File: config.mk
export PLATFORM = sky130hd
export DESIGN_NAME = lif_membrane_trace
export DESIGN_NICKNAME = d
export VERILOG_FILES = /design/src/rtl/lif_membrane_trace.sv
export SDC_FILE = /design/constraint.sdc
export NUM_CORES = 1
export LEC_CHECK = 0
export CAP_MARGIN = 20
export CORE_ASPECT_RATIO = 2
export CORE_MARGIN = 1.5
export CORE_UTILIZATION = 30
export CTS_CLUSTER_SIZE = 30
export DETAILED_ROUTE_END_ITERATION = 10
export DONT_BUFFER_PORTS = 1
export MAX_ROUTING_LAYER = met4
export PLACE_DENSITY = 0.43
export REMOVE_ABC_BUFFERS = 1
export SLEW_MARGIN = 20
export SYNTH_ARGS = -nofsm -noshare
export SYNTH_HDL_FRONTEND = slang
export SYNTH_SLANG_ARGS = --single-unit
File: constraint.sdc
create_clock -name i_Clk -period 5.8 [get_ports i_Clk]
set_input_delay 0.58 -clock i_Clk [delete_from_list [all_inputs] [get_ports i_Clk]]
set_output_delay 0.58 -clock i_Clk [all_outputs]
set_load 0.02 [all_outputs]
File: src/rtl/lif_membrane_trace.sv
// Leaky integrate-and-fire membrane with a circular trace of per-frame samples.
// The membrane updates once per frame tick (VSync falling edge). The trace is
// read back oldest-first through a registered random-access port that the
// display stage indexes by screen column.
//
// state      | meaning
// -----------+------------------------------------------------------------
// CLEAR      | zero the trace buffer, one address per cycle
// IDLE       | wait for a frame tick; input spikes accumulate in pending
// LEAK       | V -= V >> LEAK_SHIFT
// INTEGRATE  | add n spikes (or burn one refractory frame and drop them)
// FIRE_CHECK | fire on threshold, choose the sample to record
// WRITE      | store sample at wr_ptr and advance the pointer
module lif_membrane_trace #(
  parameter int MEM_WIDTH         = 8,
  parameter int TRACE_DEPTH       = 64,
  parameter int LEAK_SHIFT        = 3,
  parameter int SPIKE_WEIGHT      = 48,
  parameter int THRESHOLD         = 200,
  parameter int REFRACTORY_FRAMES = 4
) (
  input  logic                           i_Clk,
  input  logic                           i_Rst,
  input  logic                           i_Action_Potential,
  input  logic                           i_VSync,
  input  logic [$clog2(TRACE_DEPTH)-1:0] i_Rd_Addr,
  output logic [MEM_WIDTH-1:0]           o_Rd_Data,
  output logic [MEM_WIDTH-1:0]           o_Membrane,
  output logic                           o_Fire,
  output logic                           o_Refractory,
  output logic                           o_Ready
);

  localparam int ADDR_W = $clog2(TRACE_DEPTH);
  // +2 keeps the counter at least one bit wide and able to hold the reload value
  localparam int REFR_W = $clog2(REFRACTORY_FRAMES + 2);

  typedef logic [MEM_WIDTH-1:0]   mem_t;
  typedef logic [MEM_WIDTH+1:0]   wide_t;
  typedef logic [ADDR_W-1:0]      addr_t;
  typedef logic [REFR_W-1:0]      refr_t;

  localparam mem_t  V_MAX      = '1;
  localparam wide_t V_MAX_WIDE = wide_t'(V_MAX);
  localparam mem_t  THRESH     = mem_t'(THRESHOLD);
  localparam wide_t WEIGHT     = wide_t'(SPIKE_WEIGHT);
  localparam refr_t REFR_LOAD  = refr_t'(REFRACTORY_FRAMES);
  localparam addr_t LAST_ADDR  = addr_t'(TRACE_DEPTH - 1);

  typedef enum logic [2:0] {
    S_CLEAR,
    S_IDLE,
    S_LEAK,
    S_INTEGRATE,
    S_FIRE_CHECK,
    S_WRITE
  } state_t;

  state_t      state_q, state_d;
  mem_t        v_q, v_d;
  mem_t        sample_q, sample_d;
  logic [1:0]  pending_q, pending_d;
  logic [1:0]  n_q, n_d;
  refr_t       refr_q, refr_d;
  addr_t       wr_ptr_q, wr_ptr_d;
  logic        ap_q, vsync_q;
  mem_t        rd_data_q, rd_data_d;

  mem_t        trace_mem [TRACE_DEPTH];
  logic        mem_we;
  mem_t        mem_wdata;
  addr_t       rd_idx;

  logic        spike_rise;
  logic        frame_tick;
  logic        fire;
  wide_t       weight_sum;
  wide_t       integ_sum;

  assign spike_rise = i_Action_Potential & ~ap_q;
  assign frame_tick = vsync_q & ~i_VSync;

  // n is at most 3, so the product and V together stay within MEM_WIDTH+2 bits
  assign weight_sum = wide_t'(n_q) * WEIGHT;
  assign integ_sum  = wide_t'(v_q) + weight_sum;

  // Pending spike counter; a spike on the tick cycle belongs to the next frame
  always_comb begin
    pending_d = pending_q;
    if (state_q == S_IDLE && frame_tick) begin
      pending_d = {1'b0, spike_rise};
    end else if (spike_rise && pending_q != 2'd3) begin
      pending_d = pending_q + 2'd1;
    end
  end

  // Next-state and datapath for the per-frame membrane update
  always_comb begin
    state_d   = state_q;
    v_d       = v_q;
    n_d       = n_q;
    refr_d    = refr_q;
    wr_ptr_d  = wr_ptr_q;
    sample_d  = sample_q;
    mem_we    = 1'b0;
    mem_wdata = '0;
    fire      = 1'b0;

    case (state_q)
      S_CLEAR: begin
        // wr_ptr doubles as the clear address and wraps back to 0 when done
        mem_we    = 1'b1;
        mem_wdata = '0;
        wr_ptr_d  = wr_ptr_q + addr_t'(1);
        if (wr_ptr_q == LAST_ADDR) begin
          state_d = S_IDLE;
        end
      end

      S_IDLE: begin
        if (frame_tick) begin
          n_d     = pending_q;
          state_d = S_LEAK;
        end
      end

      S_LEAK: begin
        v_d     = v_q - (v_q >> LEAK_SHIFT);
        state_d = S_INTEGRATE;
      end

      S_INTEGRATE: begin
        if (refr_q != '0) begin
          refr_d = refr_q - refr_t'(1);
        end else if (integ_sum > V_MAX_WIDE) begin
          v_d = V_MAX;
        end else begin
          v_d = integ_sum[MEM_WIDTH-1:0];
        end
        state_d = S_FIRE_CHECK;
      end

      S_FIRE_CHECK: begin
        if (refr_q == '0 && v_q >= THRESH) begin
          fire     = 1'b1;
          sample_d = V_MAX;
          v_d      = '0;
          refr_d   = REFR_LOAD;
        end else begin
          sample_d = v_q;
        end
        state_d = S_WRITE;
      end

      S_WRITE: begin
        mem_we    = 1'b1;
        mem_wdata = sample_q;
        wr_ptr_d  = wr_ptr_q + addr_t'(1);
        state_d   = S_IDLE;
      end

      default: begin
        state_d = S_CLEAR;
      end
    endcase
  end

  // Read index is relative to the write pointer so address 0 is the oldest sample
  always_comb begin
    rd_idx    = wr_ptr_q + i_Rd_Addr;
    rd_data_d = trace_mem[rd_idx];
  end

  // Control and datapath registers
  always_ff @(posedge i_Clk or posedge i_Rst) begin
    if (i_Rst) begin
      state_q   <= S_CLEAR;
      v_q       <= '0;
      sample_q  <= '0;
      pending_q <= '0;
      n_q       <= '0;
      refr_q    <= '0;
      wr_ptr_q  <= '0;
      ap_q      <= 1'b0;
      vsync_q   <= 1'b0;
      rd_data_q <= '0;
    end else begin
      state_q   <= state_d;
      v_q       <= v_d;
      sample_q  <= sample_d;
      pending_q <= pending_d;
      n_q       <= n_d;
      refr_q    <= refr_d;
      wr_ptr_q  <= wr_ptr_d;
      ap_q      <= i_Action_Potential;
      vsync_q   <= i_VSync;
      rd_data_q <= rd_data_d;
    end
  end

  // Trace storage; no reset, the CLEAR pass zeroes it instead
  always_ff @(posedge i_Clk) begin
    if (mem_we) begin
      trace_mem[wr_ptr_q] <= mem_wdata;
    end
  end

  assign o_Rd_Data    = rd_data_q;
  assign o_Membrane   = v_q;
  assign o_Fire       = fire;
  assign o_Refractory = (refr_q != '0);
  assign o_Ready      = (state_q != S_CLEAR);

endmodule

==> results.toml <==
[run_status]
status = "completed"

[pwr]
power_leakage_nw = 8.09
p_total_mw = 14.3
vdd_ir_drop_max_v = 0.000390
cellPowerDensity_nw_per_um2 = 568

[setup_path]
worst_setup_path_start_kind = "register"
cp.arrival_ns = 4.41
cp-end-kind = "register"
worstPathRequired_ns = 6.34
slowest_delay_ns = 0.86
crit_chain = "ha_1 -> o21ai_0 -> o21bai_1 -> a21oi_2 -> xnor2_2 -> buf_4 -> nor2_1 -> a22oi_1 -> o21a_1"
slowest_stage = "xnor2_2"
crit_path_max_fanout = 19
crit_type = "register to register"

[floorplanning]
io_pins = 29
core_area_um2 = 73700
die_w_um = 196
placementRows = 141
start_util_pct = 30.3
die_h_um = 389
dieArea_um2 = 76300

[cts]
cts_setup_buffers = 0
cts_tree = "built"
cts_max_level = 2
cts_made_buffers = 48
path_clk_slew_ns = 0.07
cts_num_sinks = 554
hold_buffers = 2
clk_latency_ns = 0.60
ctsResizeCount = 0
cts.path.max_buffers = 3
cts_root_buf = "clkbuf_16"

[sta]
max_slew_margin_pct = 26.4
setup-violations-final = 0
hold_viol = 0
period_share_pct = 66.7
drv_slew = 0
fin_crit_ns = 3.87
fmax_mhz = 259
holdWs_ns = 0.0221
rsz0062_at_grt = "no"
skew_ns = 0.0202
worst_slew_pin_slew_ns = 1.10

[place]
dpl_cell_area_um2 = 23600
place_hpwl_um = 39100
gp_congestion = 0.789
placed_cells = 2066
port_buffers = 0

[route]
drcViolationCount = 0
ant_nets = 0
drt_iter0_drc = 672
totalWireLength_um = 60000
wl_per_cell_um = 27.8
viasPerCell = 4.99
first_pass_iters = 6
vias = 10800

[grt]
grt_pass1_wl_um = 85800
track_usage_pct = 16.4
antenna_found_initial = 1
gr-total-overflow = 0
grt_max_degree = 66
first_global_vias = 11600

[synthesis]
synth_edf_count = 512
syn_area_um2 = 22400
yosysSeqAreaShare_pct = 73.4
ys_ff_latch = 554
synth_cells = 1172
dominantRegCellSynth = "edfxtp_1"
syn-mean-instance-area_um2 = 19.1
synthArstFlopShare_pct = 7.58
ys_warn_count = 0
ys_types = 51

[layout]
nets = 1222
n_fill_cell = 6980
final_layout_size_suffix_gt1_share_pct = 21.6
final_cells = 2158
final_cell_area_um2 = 25200
syn2layout_area_growth_pct = 12.5

[worst_hold_path]
hp-class = "primary input to async pin"

[flow_run]
cap_violations = 0
-- per-stage QoR --
stage,utilization [%],setup WS [ns],TNS [ns]
after detailed placement,31.9,1.88,0
final,34.1,1.93,0
after floorplan,-,-1.33,-9.02
after CTS,34.1,1.87,0
after global routing,34.1,1.79,0
after global placement,31.9,1.87,0
-- cell usage in the layout (no fill, tap or decap), types with 8 or more instances in the layout --
master and n:
dfrtp_1 42, nor2_1 97, clkbuf_16 49, ha_1 19, o21ai_0 15, mux4_2 130
mux2_2 21, edfxtp_1 512, a21oi_1 34, buf_4 18, nand2_1 65, nand3_1 8
mux2i_1 23, o221ai_1 8, nor2b_1 12, clkinv_1 10, clkbuf_1 12, inv_1 14
a311oi_1 8, a211oi_1 8
-- worst paths after layout --
| check | startpoint | end | slack (ns) | depth (start not counted) |
|---|---|---|---|---|
| worst max-delay path | wr_ptr_q[3]$_DFFE_PP0N_ | o_Rd_Data[1]$_DFF_PP0_ | 1.93 | 9 |
| worst min-delay path | i_Rst | o_Membrane[5]$_DFFE_PP0P_ | 0.02 | 1 |
| worst max register to register | wr_ptr_q[3]$_DFFE_PP0N_ | o_Rd_Data[1]$_DFF_PP0_ | 1.93 | 9 |
| worst min register to register | refr_q[0]$_DFFE_PP0P_ | refr_q[0]$_DFFE_PP0P_ | 0.50 | 1 |
| max in group asynchronous | i_Rst | state_q[1]$_DFFE_PP0P_ | 5.26 | 1 |
| min in group i_Clk | i_Action_Potential | pending_q[0]$_DFFE_PP0P_ | 0.21 | 2 |
-- logic make-up after synthesis --
logic type	Yosys count	synth area share (%)
adder cells (fa/ha/maj)	23	1.39
AND/OR/NAND/NOR	219	4.33
multiplexers	174	15.2
XOR/XNOR	18	0.822
AO/OA/AOI/OAI	110	3.22
buffers and inverters	74	1.61
flip-flops	554	73.4
-- power breakdown --
group	switching, mW	internal [mW]	total, mW
clock	1.49	1.82	3.31
sequential	0.341	4.79	5.13
combinational	3.60	2.25	5.85
-- cell usage after synthesis, types with 7 or more instances --
| cell | count | area share, % |
|---|---|---|
| edfxtp_1 | 512 | 69 |
| mux4_2 | 130 | 13 |
| nor2_1 | 97 | 1.6 |
| nand2_1 | 65 | 1.1 |
| dfrtp_1 | 42 | 4.7 |
| a21oi_1 | 34 | 0.76 |
| mux2i_1 | 23 | 1.0 |
| buf_2 | 21 | 0.47 |
| mux2_2 | 21 | 1.1 |
| clkbuf_1 | 20 | 0.34 |
| ha_1 | 20 | 1.1 |
| inv_1 | 15 | 0.25 |
| o21ai_0 | 15 | 0.34 |
| nor2b_1 | 12 | 0.34 |
| buf_4 | 9 | 0.30 |
| xnor2_1 | 9 | 0.35 |
| a211oi_1 | 8 | 0.27 |
| a311oi_1 | 8 | 0.31 |
| and3_1 | 8 | 0.22 |
| nand3_1 | 8 | 0.18 |
| o221ai_1 | 8 | 0.31 |
| xor2_1 | 7 | 0.27 |
-- sequential cells by signal (all words and copies together), names as in the netlist --
register    cells
wr_ptr_q        6
sample_q        8
pending_q       2
trace_mem     512
n_q             2
o_Rd_Data       8
refr_q          3
vsync_q         1
o_Membrane      8
state_q         3
ap_q            1
-- per-layer routing --
layer / vias up / global-route usage, % / share of wire (%)
met1: 5752 / 17.0 / 36
met3: 90 / 1.79 / 3.1
met2: 207 / 32.1 / 58
met5: - / - / 0
met4: 0 / 4.90 / 2.4
li1: 4725 / - / -
-- final cells by class --
class	instances	area (µm²)	share of cell area, %
diodes	1	2.50	0.00995
repair buffers	26	267	1.06
multi-input cells	544	5670	22.5
clock buffers	64	1310	5.22
inverters	15	57.6	0.229
well taps	929	1160	4.62
flip-flops and latches	554	16400	65.3
clock inverters	25	256	1.02
-- critical path: cells and delay by family, from the launching register on --
kind	cells	cell delay [ns]
AO/OA/AOI/OAI	5	1.39
flip-flops	1	0.59
adder cells (fa/ha/maj)	1	0.56
buffers and inverters	1	0.31
XOR/XNOR	1	0.86
AND/OR/NAND/NOR	1	0.07
Note: power is estimated with default switching activity, not from simulation.
